==> config.mk <==
export PLATFORM = sky130hd
export DESIGN_NAME = pc_fetch_flat
export DESIGN_NICKNAME = d
export VERILOG_FILES = /design/src/rtl/pc_fetch_if.sv /design/src/rtl/pc_fetch.sv /design/src/flat_wrapper.sv
export SDC_FILE = /design/constraint.sdc
export NUM_CORES = 1
export LEC_CHECK = 0
export CAP_MARGIN = 20
export CORE_MARGIN = 3
export CORE_UTILIZATION = 50
export CTS_BUF_LIST = sky130_fd_sc_hd__clkbuf_8
export DETAILED_ROUTE_END_ITERATION = 16
export PLACE_DENSITY = 0.82
export SKIP_CTS_REPAIR_TIMING = 1
export SLEW_MARGIN = 20
export SYNTH_ARGS = -nofsm -noshare
export SYNTH_HDL_FRONTEND = slang
export SYNTH_SLANG_ARGS = --single-unit
==> constraint.sdc <==
create_clock -name clk -period 3.2 [get_ports clk]
set_input_delay 0.32 -clock clk [delete_from_list [all_inputs] [get_ports clk]]
set_output_delay 0.32 -clock clk [all_outputs]
set_load 0.02 [all_outputs]
==> src/rtl/pc_fetch_if.sv <==
// rtl/pc_fetch_if.sv - instruction-SRAM request/response bus between fetch and SRAM
// Fetch side is the master: it raises the request, the SRAM acks and later returns data.
interface pc_fetch_if #(
   parameter int ADDR_W = 32
);
   logic              inst_req;
   logic [ADDR_W-1:0] inst_addr;
   logic              inst_ack;
   logic              inst_rvalid;
   logic [31:0]       inst_rdata;

   modport master (
      output inst_req,
      output inst_addr,
      input  inst_ack,
      input  inst_rvalid,
      input  inst_rdata
   );

   modport slave (
      input  inst_req,
      input  inst_addr,
      output inst_ack,
      output inst_rvalid,
      output inst_rdata
   );
endinterface

==> src/rtl/pc_fetch.sv <==
// rtl/pc_fetch.sv - PC register and instruction fetch with one branch delay slot
// Optional misaligned-target trap is enabled with macro PC_ALIGN_CHECK_EN.
module pc_fetch #(
   parameter int                ADDR_W   = 32,
   parameter logic [ADDR_W-1:0] RESET_PC = 32'hBFC00000
) (
   input  logic              clk,
   input  logic              rst,
   input  logic              stall,
   input  logic              cond_branch,
   input  logic              bgtz_sig,
   input  logic              zero_sig,
   input  logic [ADDR_W-1:0] jc_instaddress,
   pc_fetch_if.master        sram,
   output logic [31:0]       inst_out,
   output logic [ADDR_W-1:0] inst_pc_out,
   output logic              inst_valid_out,
   output logic [ADDR_W-1:0] next_instaddress,
   output logic              addr_err
);

   typedef enum logic [1:0] {
      S_IDLE,
      S_REQ,
      S_WAIT,
      S_HOLD
   } state_t;

   state_t            state_q, state_d;
   logic [ADDR_W-1:0] pc_q, pc_d;
   logic [31:0]       out_inst_q, out_inst_d;
   logic [ADDR_W-1:0] out_pc_q, out_pc_d;
   logic              out_valid_q, out_valid_d;
   logic [31:0]       skid_inst_q, skid_inst_d;
   logic              redirect_pend_q, redirect_pend_d;
   logic [ADDR_W-1:0] redirect_tgt_q, redirect_tgt_d;

   logic              consume;
   logic              taken;
   logic              pc_advance;
   logic [ADDR_W-1:0] npc_raw;
   logic [ADDR_W-1:0] npc;

`ifdef PC_ALIGN_CHECK_EN
   logic addr_err_q, addr_err_d;
   logic misaligned;
`endif

   always_comb begin
      consume = out_valid_q & ~stall;
      taken   = consume & (bgtz_sig | (cond_branch & zero_sig));

      // A latched redirect wins; otherwise a branch resolving this very cycle steers directly.
      if (redirect_pend_q)
         npc_raw = redirect_tgt_q;
      else if (taken)
         npc_raw = jc_instaddress;
      else
         npc_raw = pc_q + ADDR_W'(4);

`ifdef PC_ALIGN_CHECK_EN
      npc        = npc_raw;
      misaligned = |npc_raw[1:0];
`else
      npc        = npc_raw & ~ADDR_W'(3);
`endif
   end

   always_comb begin
      state_d         = state_q;
      pc_d            = pc_q;
      out_inst_d      = out_inst_q;
      out_pc_d        = out_pc_q;
      out_valid_d     = out_valid_q;
      skid_inst_d     = skid_inst_q;
      redirect_pend_d = redirect_pend_q;
      redirect_tgt_d  = redirect_tgt_q;
      pc_advance      = 1'b0;
      sram.inst_req   = 1'b0;
`ifdef PC_ALIGN_CHECK_EN
      addr_err_d      = addr_err_q;
`endif

      if (consume)
         out_valid_d = 1'b0;

      // The fetch in flight is the delay slot; remember the target for the fetch after it.
      if (taken && !redirect_pend_q) begin
         redirect_pend_d = 1'b1;
         redirect_tgt_d  = jc_instaddress;
      end

      case (state_q)
         S_IDLE: begin
`ifdef PC_ALIGN_CHECK_EN
            if (!addr_err_q)
               state_d = S_REQ;
`else
            state_d = S_REQ;
`endif
         end
         S_REQ: begin
            sram.inst_req = 1'b1;
            if (sram.inst_ack)
               state_d = S_WAIT;
         end
         S_WAIT: begin
            if (sram.inst_rvalid) begin
               if (!out_valid_q || consume) begin
                  out_inst_d  = sram.inst_rdata;
                  out_pc_d    = pc_q;
                  out_valid_d = 1'b1;
                  pc_advance  = 1'b1;
               end else begin
                  skid_inst_d = sram.inst_rdata;
                  state_d     = S_HOLD;
               end
            end
         end
         S_HOLD: begin
            // While parked here pc_q is still the PC of the buffered word.
            if (!stall) begin
               out_inst_d  = skid_inst_q;
               out_pc_d    = pc_q;
               out_valid_d = 1'b1;
               pc_advance  = 1'b1;
            end
         end
         default: state_d = S_IDLE;
      endcase

      if (pc_advance) begin
         redirect_pend_d = 1'b0;
         pc_d            = npc;
         state_d         = S_REQ;
`ifdef PC_ALIGN_CHECK_EN
         if (misaligned) begin
            pc_d       = pc_q;
            addr_err_d = 1'b1;
            state_d    = S_IDLE;
         end
`endif
      end
   end

   always_ff @(posedge clk) begin
      if (rst) begin
         state_q         <= S_IDLE;
         pc_q            <= RESET_PC;
         out_inst_q      <= '0;
         out_pc_q        <= '0;
         out_valid_q     <= 1'b0;
         skid_inst_q     <= '0;
         redirect_pend_q <= 1'b0;
         redirect_tgt_q  <= '0;
`ifdef PC_ALIGN_CHECK_EN
         addr_err_q      <= 1'b0;
`endif
      end else begin
         state_q         <= state_d;
         pc_q            <= pc_d;
         out_inst_q      <= out_inst_d;
         out_pc_q        <= out_pc_d;
         out_valid_q     <= out_valid_d;
         skid_inst_q     <= skid_inst_d;
         redirect_pend_q <= redirect_pend_d;
         redirect_tgt_q  <= redirect_tgt_d;
`ifdef PC_ALIGN_CHECK_EN
         addr_err_q      <= addr_err_d;
`endif
      end
   end

   assign sram.inst_addr   = pc_q;
   assign inst_out         = out_inst_q;
   assign inst_pc_out      = out_pc_q;
   assign inst_valid_out   = out_valid_q;
   assign next_instaddress = out_pc_q + ADDR_W'(4);

`ifdef PC_ALIGN_CHECK_EN
   assign addr_err = addr_err_q;
`else
   assign addr_err = 1'b0;
`endif

endmodule

==> src/flat_wrapper.sv <==
// flat-port wrapper written by rule: the top's interface ports become plain ports
module pc_fetch_flat 
#(
   parameter int                ADDR_W   = 32,
   parameter logic [ADDR_W-1:0] RESET_PC = 32'hBFC00000
)
  (clk, rst, stall, cond_branch, bgtz_sig, zero_sig, jc_instaddress, inst_out, inst_pc_out, inst_valid_out, next_instaddress, addr_err, sram_inst_req, sram_inst_addr, sram_inst_ack, sram_inst_rvalid, sram_inst_rdata);
  pc_fetch_if #(.ADDR_W(ADDR_W)) sram_i ();
  input  logic clk;
  input  logic rst;
  input  logic stall;
  input  logic cond_branch;
  input  logic bgtz_sig;
  input  logic zero_sig;
  input  logic [ADDR_W-1:0] jc_instaddress;
  output logic [31:0] inst_out;
  output logic [ADDR_W-1:0] inst_pc_out;
  output logic inst_valid_out;
  output logic [ADDR_W-1:0] next_instaddress;
  output logic addr_err;
  output wire logic [$bits(sram_i.inst_req)-1:0] sram_inst_req;
  output wire logic [$bits(sram_i.inst_addr)-1:0] sram_inst_addr;
  input wire logic [$bits(sram_i.inst_ack)-1:0] sram_inst_ack;
  input wire logic [$bits(sram_i.inst_rvalid)-1:0] sram_inst_rvalid;
  input wire logic [$bits(sram_i.inst_rdata)-1:0] sram_inst_rdata;
  assign sram_inst_req = sram_i.inst_req;
  assign sram_inst_addr = sram_i.inst_addr;
  assign sram_i.inst_ack = sram_inst_ack;
  assign sram_i.inst_rvalid = sram_inst_rvalid;
  assign sram_i.inst_rdata = sram_inst_rdata;
  pc_fetch #(.ADDR_W(ADDR_W), .RESET_PC(RESET_PC)) u_core (.clk(clk), .rst(rst), .stall(stall), .cond_branch(cond_branch), .bgtz_sig(bgtz_sig), .zero_sig(zero_sig), .jc_instaddress(jc_instaddress), .sram(sram_i), .inst_out(inst_out), .inst_pc_out(inst_pc_out), .inst_valid_out(inst_valid_out), .next_instaddress(next_instaddress), .addr_err(addr_err));
endmodule
==> out/metrics.yaml, run 1 <==
p_sw_frac: 0.321
p_sw_w: 0.00172
clockBufferDepth: 2
seq_area_frac_synth: 0.421
clkPwrFrac: 0.307
worstSetupEndpointType: "primary output"
grt_pass1_vias: 6783
path_clk_slew_ns: 0.09
place.gp.congestion: 0.882
power_density_mw_per_mm2: 531
grt_antenna_before_repair: 0
ir_worst_vdd_mv: 0.368
wl_um: 21400
synth_edf_count: 0
maxCapViolCount: 0
whs_path_depth: 2
total_power_w: 0.00535
period_share: 0.927
clk_latency_ns: 0.46
finClkSkew_ns: 0.0119
critPathMaxFanout: 6
dp.cells: 1288
synth_area_leaders: "dfxtp_1 (42%), nand2_1 (11%), a21oi_1 (7.9%)"
async_reset_ff_frac: 0
comb_power_share: 0.262
grt_max_degree: 95
seqPwrFrac: 0.431
filler_cell_count: 1184
r2r-start: "u_core.state_q[0]"
crit_path_start_kind: "flip-flop"
dieWidth_um: 129
coreArea_mm2: 0.0146
yosysWarnings: 0
synth_top_area_cell: "dfxtp_1"
synthFlopType: "dfxtp_1"
relSlewSlack: 0.389
vias: 7458
worstPathRequired_ns: 2.88
drt_pre_antenna_iters: 5
synth_area_per_cell_um2: 7.91
diodes: 0
min_from: "rst"
die_h_um: 129
grt_use_total: 0.253
synth_top_cell_area_share: 0.421
finalNetCount: 1201
crit_type: "reg2out"
initial_core_util: 0.513
io_pins: 203
setup_viol: 0
fmax_mhz: 337
rsz0062_at_grt: "no"
drc: 0
die-area_mm2: 0.0165
crit_start: "u_core.inst_pc_out[8]"
grt_pass1_wl_um: 34200
place_hpwl_um: 14900
cts-root-buf: "clkbuf_8"
syn_inst: 951
crit_arrival_ns: 2.65
fin_crit_ns: 2.97
final_core_utilization: 0.687
synth.distinct_cells: 64
port_buffers: 193
final-hold-violation-count: 0
area_growth_pct: 33.8
drtIter0Drc: 584
p_int_w: 0.00363
worst_slew_pin_slew_ns: 0.916
run_status: "finished, final reports clean"
r2r_cells: 6
stdcell_count: 1320
std_cell_rows: 44
ys_seq_elements: 158
slew_violations: 0
drive_above_1_share: 0.0678
postRouteAntennaNets: 0
hold_ws_ns: 0.423
cts_tree: "yes"
cts.htree.levels: 4
cts_buffers: 17
clkSinkCount: 158
power_leakage_nw: 3.42
synth_area_mm2: 0.00752
hold_path_class: "in2reg"
drt-vias-per-instance: 5.65
overflow: 0
drt-wirelength-per-cell_um: 16.2
-- routing by layer --
metal | vias up | track usage | share of wire
met5 | - | 0 | 0
met4 | 0 | 0.103 | 0.027
met3 | 55 | 0.0469 | 0.066
met2 | 306 | 0.395 | 0.46
met1 | 3426 | 0.348 | 0.45
li1 | 3671 | - | -
-- Yosys cell counts, drive strengths merged (2+ instances only) --
cell,number
dfxtp,158
or4,3
buf,24
mux2i,33
clkinv,2
a2bb2oi,2
nor2,64
a41oi,3
a21oi,119
nand2b,2
nand3,33
a211o,4
o21ai,30
and4,5
and2,5
nor2b,2
a31oi,6
nor3,12
nor4,6
a22o,2
nand2,229
a211oi,42
o311a,2
a2111oi,2
o211ai,3
o22a,4
o32ai,2
xor2,10
inv,15
ha,6
o22ai,3
a21o,5
a32o,2
a221o,3
o21a,4
xnor2,20
clkbuf,43
nand4,12
a221oi,9
and3,7
or3,2
-- worst max-delay path, cell delays in order, from the launching register on --
cell and delay [ns]:
dfxtp_1 0.42, and4_4 0.30, nand4_4 0.12, or4_4 0.60, xnor2_1 0.15, clkdlybuf4s50_1 0.61
-- through the flow --
stage                     setup WS (ns)  cell area (um2)  TNS (ns)
after floorplan                   0.766             7540         0
after global placement            0.414             9590         0
after detailed placement          0.392             9590         0
after CTS                        -0.111            10000    -0.463
after global routing             0.0889            10100         0
final                             0.234            10100         0
-- power groups by stage --
| stage | Sequential, W | Clock (W) | Combinational (W) |
|---|---|---|---|
| finish | 0.00231 | 0.00164 | 0.00140 |
| global route | 0.00233 | 0.00174 | 0.00151 |
| CTS | 0.00230 | 0.00166 | 0.00140 |
| detailed placement | 0.00235 | 0 | 0.00140 |
| global placement | 0.00234 | 0 | 0.00138 |
| floorplan | 0.00249 | 0 | 0.000611 |
-- registers in the layout, summed over array words and instances, names as in the netlist --
signal / cells
u_core.inst_pc_out: 30
u_core.state_q: 2
u_core.sram.inst_addr: 30
u_core.inst_valid_out: 1
u_core.skid_inst_q: 32
u_core.inst_out: 32
u_core.redirect_tgt_q: 30
u_core.redirect_pend_q: 1
-- layout by cell type, fill, tap and decap left out, types with 5 or more instances in the layout --
cell type	count
buf_4	22
a21o_1	5
and3_1	7
xnor2_1	20
clkinv_4	5
nand2_1	229
a21oi_1	118
clkdlybuf4s50_1	187
dfxtp_1	156
inv_1	15
nor3_1	10
mux2i_1	33
nand4_1	11
dlymetal6s2s_1	5
a221oi_1	9
ha_1	5
o21ai_0	29
xor2_1	10
nand3_1	29
a31oi_1	6
a211oi_1	41
conb_1	7
clkbuf_8	17
nor2_1	63
-- path summary, 6_finish.rpt --
| check | slack (ns) | endpoint |
|---|---|---|
| setup / recovery | 0.23 | next_instaddress[20] |
| hold / removal | 0.42 | u_core.skid_inst_q[10] |
| setup reg to reg | 0.63 | u_core.inst_out[2] |
| hold reg to reg | 0.46 | u_core.redirect_tgt_q[5] |
-- cells by family (layout without fill, tap and decap cells) --
family	Yosys count	in the layout	synth area share
and+or+nand+nor	385	385	0.230
muxes	34	34	0.0454
DFF	158	158	0.421
buffers and inverters	84	263	0.0476
adders and majority gates	6	6	0.00998
xor gates and xnor gates	30	30	0.0349
AOI/OAI and AO/OA	253	253	0.211
other	1	7	0.000499
-- layout make-up --
class / count / area [um2] / area share
clock buffer: 17 / 234 / 0.0233
clock inverter: 15 / 210 / 0.0209
tap: 184 / 230 / 0.0229
inverter: 17 / 63.8 / 0.00634
timing repair buffer: 214 / 2100 / 0.209
sequential: 158 / 3170 / 0.315
multi-input combinational: 715 / 4060 / 0.403
Note: power is estimated with default switching activity, not from simulation.
==> run 2, diff against run 1 <==
--- a/config.mk
+++ b/config.mk
@@ -6,11 +6,15 @@
 export NUM_CORES = 1
 export LEC_CHECK = 0
 export CAP_MARGIN = 20
+export CELL_PAD_IN_SITES_DETAIL_PLACEMENT = 2
+export CELL_PAD_IN_SITES_GLOBAL_PLACEMENT = 2
 export CORE_MARGIN = 3
-export CORE_UTILIZATION = 50
+export CORE_UTILIZATION = 30
 export CTS_BUF_LIST = sky130_fd_sc_hd__clkbuf_8
+export CTS_CLUSTER_SIZE = 30
 export DETAILED_ROUTE_END_ITERATION = 16
-export PLACE_DENSITY = 0.82
+export HOLD_SLACK_MARGIN = 0.06
+export PLACE_DENSITY_LB_ADDON = 0.1
 export SKIP_CTS_REPAIR_TIMING = 1
 export SLEW_MARGIN = 20
 export SYNTH_ARGS = -nofsm -noshare
==> run 2 against run 1 <==
Effect of this change: register-to-register slack improved by 0.12 ns; final area increased by 2.0%; worst setup slack improved by 0.0025 ns; largest power group unchanged; non-clock buffer count increased by 7.
==> out/metrics.yaml, run 2 (same netlist as run 1, synthesis figures left out) <==
postRouteAntennaNets: 0
diodes: 0
power_density_mw_per_mm2: 513
dieWidth_um: 164
cts.htree.levels: 4
layout_common_cells: "nand2_1 (229), clkdlybuf4s50_1 (185), dfxtp_1 (155)"
whs_endpoint: "u_core.skid_inst_q[29]"
die_h_um: 164
coreArea_mm2: 0.0245
place_hpwl_um: 19600
initial_core_util: 0.307
total_power_w: 0.00527
final-hold-violation-count: 0
comb_power_share: 0.280
port_buffers: 193
r2r-end: "u_core.sram.inst_addr[16]"
r2r_slack_ns: 0.75
std_cell_rows: 57
relSlewSlack: 0.342
drive_above_1_share: 0.0718
cts_tree: "yes"
layout_commonest_cell: "nand2_1"
grt_pass1_wl_um: 42700
whs_path_depth: 3
layout_setup_ws_ns: 0.236
vias: 7613
crit_arrival_ns: 2.64
grt_max_degree: 90
fmax_mhz: 337
overflow: 0
clkSinkCount: 158
dp_slack_ns: 0.314
fin_crit_ns: 2.96
cts-root-buf: "clkbuf_8"
worst_slew_pin_slew_ns: 0.987
area_growth_pct: 36.4
r2r_cells: 9
worstPathRequired_ns: 2.88
seqPwrFrac: 0.436
top_usage_layer: "met2"
clockBufferDepth: 2
setup_viol: 0
drt-vias-per-instance: 5.19
worstSetupEndpointType: "primary output"
period_share: 0.926
power_leakage_nw: 3.46
crit_path_start_kind: "flip-flop"
gr-usage-met2: 0.323
grt_antenna_before_repair: 0
finClkSkew_ns: 0.0196
grt_use_met1: 0.281
die-area_mm2: 0.0270
r2r-start: "u_core.state_q[0]"
drtIter0Drc: 397
grt_pass1_vias: 7707
min_from: "sram_inst_rdata[29]"
ir_worst_vdd_mv: 0.228
wl_um: 27100
io_pins: 203
finalNetCount: 1208
slew_violations: 0
crit_type: "reg2out"
p_sw_frac: 0.350
path_clk_slew_ns: 0.10
hold_path_class: "in2reg"
run_status: "finished, final reports clean"
hold_ws_ns: 0.415
p_int_w: 0.00342
met3_usage: 0.0353
cts_buffers: 17
final_area_mm2: 0.0103
rsz0062_at_grt: "no"
clk_latency_ns: 0.46
p_sw_w: 0.00184
drc: 0
place.gp.congestion: 0.790
maxCapViolCount: 0
grt_use_total: 0.200
clkPwrFrac: 0.283
drt-wirelength-per-cell_um: 18.5
placedInstanceArea_mm2: 0.00985
critPathMaxFanout: 6
drt_pre_antenna_iters: 4
[run 2: cell types whose count changed in the layout (fill, tap and decap cells not counted), sizes merged, moves of 2 or more]
cell,change
inv,+5
clkdlybuf4s50,-2
clkinv,-4
bufinv,-3
dlymetal6s2s,+2
buf,+7
[run 2: worst max-delay path, stage by stage (launching register included)]
cell	delay, ns
dfxtp_1	0.41
and4_4	0.30
nand4_4	0.12
or4_4	0.60
xnor2_1	0.15
clkdlybuf4s50_1	0.61
[run 2: layout make-up]
cell class | count | area [um2]
repair buffers | 221 | 2190
fillers | 2758 | 14200
flip-flops and latches | 158 | 3170
multi-input cells | 715 | 4050
clock buffers | 17 | 234
well taps | 324 | 405
inverters | 17 | 63.8
clock inverters | 14 | 145
[run 2: worst max path at each step]
stage,start,end,slack [ns]
final,u_core.inst_pc_out[9],next_instaddress[20],0.24
after global routing,u_core.inst_pc_out[9],next_instaddress[23],0.008
after CTS,u_core.inst_pc_out[7],next_instaddress[28],-0.20
after detailed placement,u_core.inst_pc_out[7],next_instaddress[28],0.31
after global placement,u_core.inst_pc_out[7],next_instaddress[28],0.37
after floorplan,u_core.inst_pc_out[6],next_instaddress[23],0.77
[run 2: metal layers]
layer / wire length (um) / vias to the layer above
met5: 0 / -
met4: 216 / 0
li1: - / 3689
met3: 1100 / 14
met2: 12300 / 160
met1: 13400 / 3750
[run 2: power groups by stage]
stage	clock (W)	combinational, W	sequential, W
after CTS	0.00156	0.00150	0.00230
after floorplan	0	0.000611	0.00249
after global routing	0.00163	0.00161	0.00233
after global placement	0	0.00147	0.00233
after detailed placement	0	0.00149	0.00234
final	0.00149	0.00148	0.00230
[run 2: through the flow]
step                       util  setup TNS [ns]  instances
after detailed placement  0.403               0       1435
after floorplan               -               0        957
after global placement    0.403               0       1435
after global routing      0.419               0       1466
final                     0.419               0       1466
after CTS                 0.418           -1.02       1466
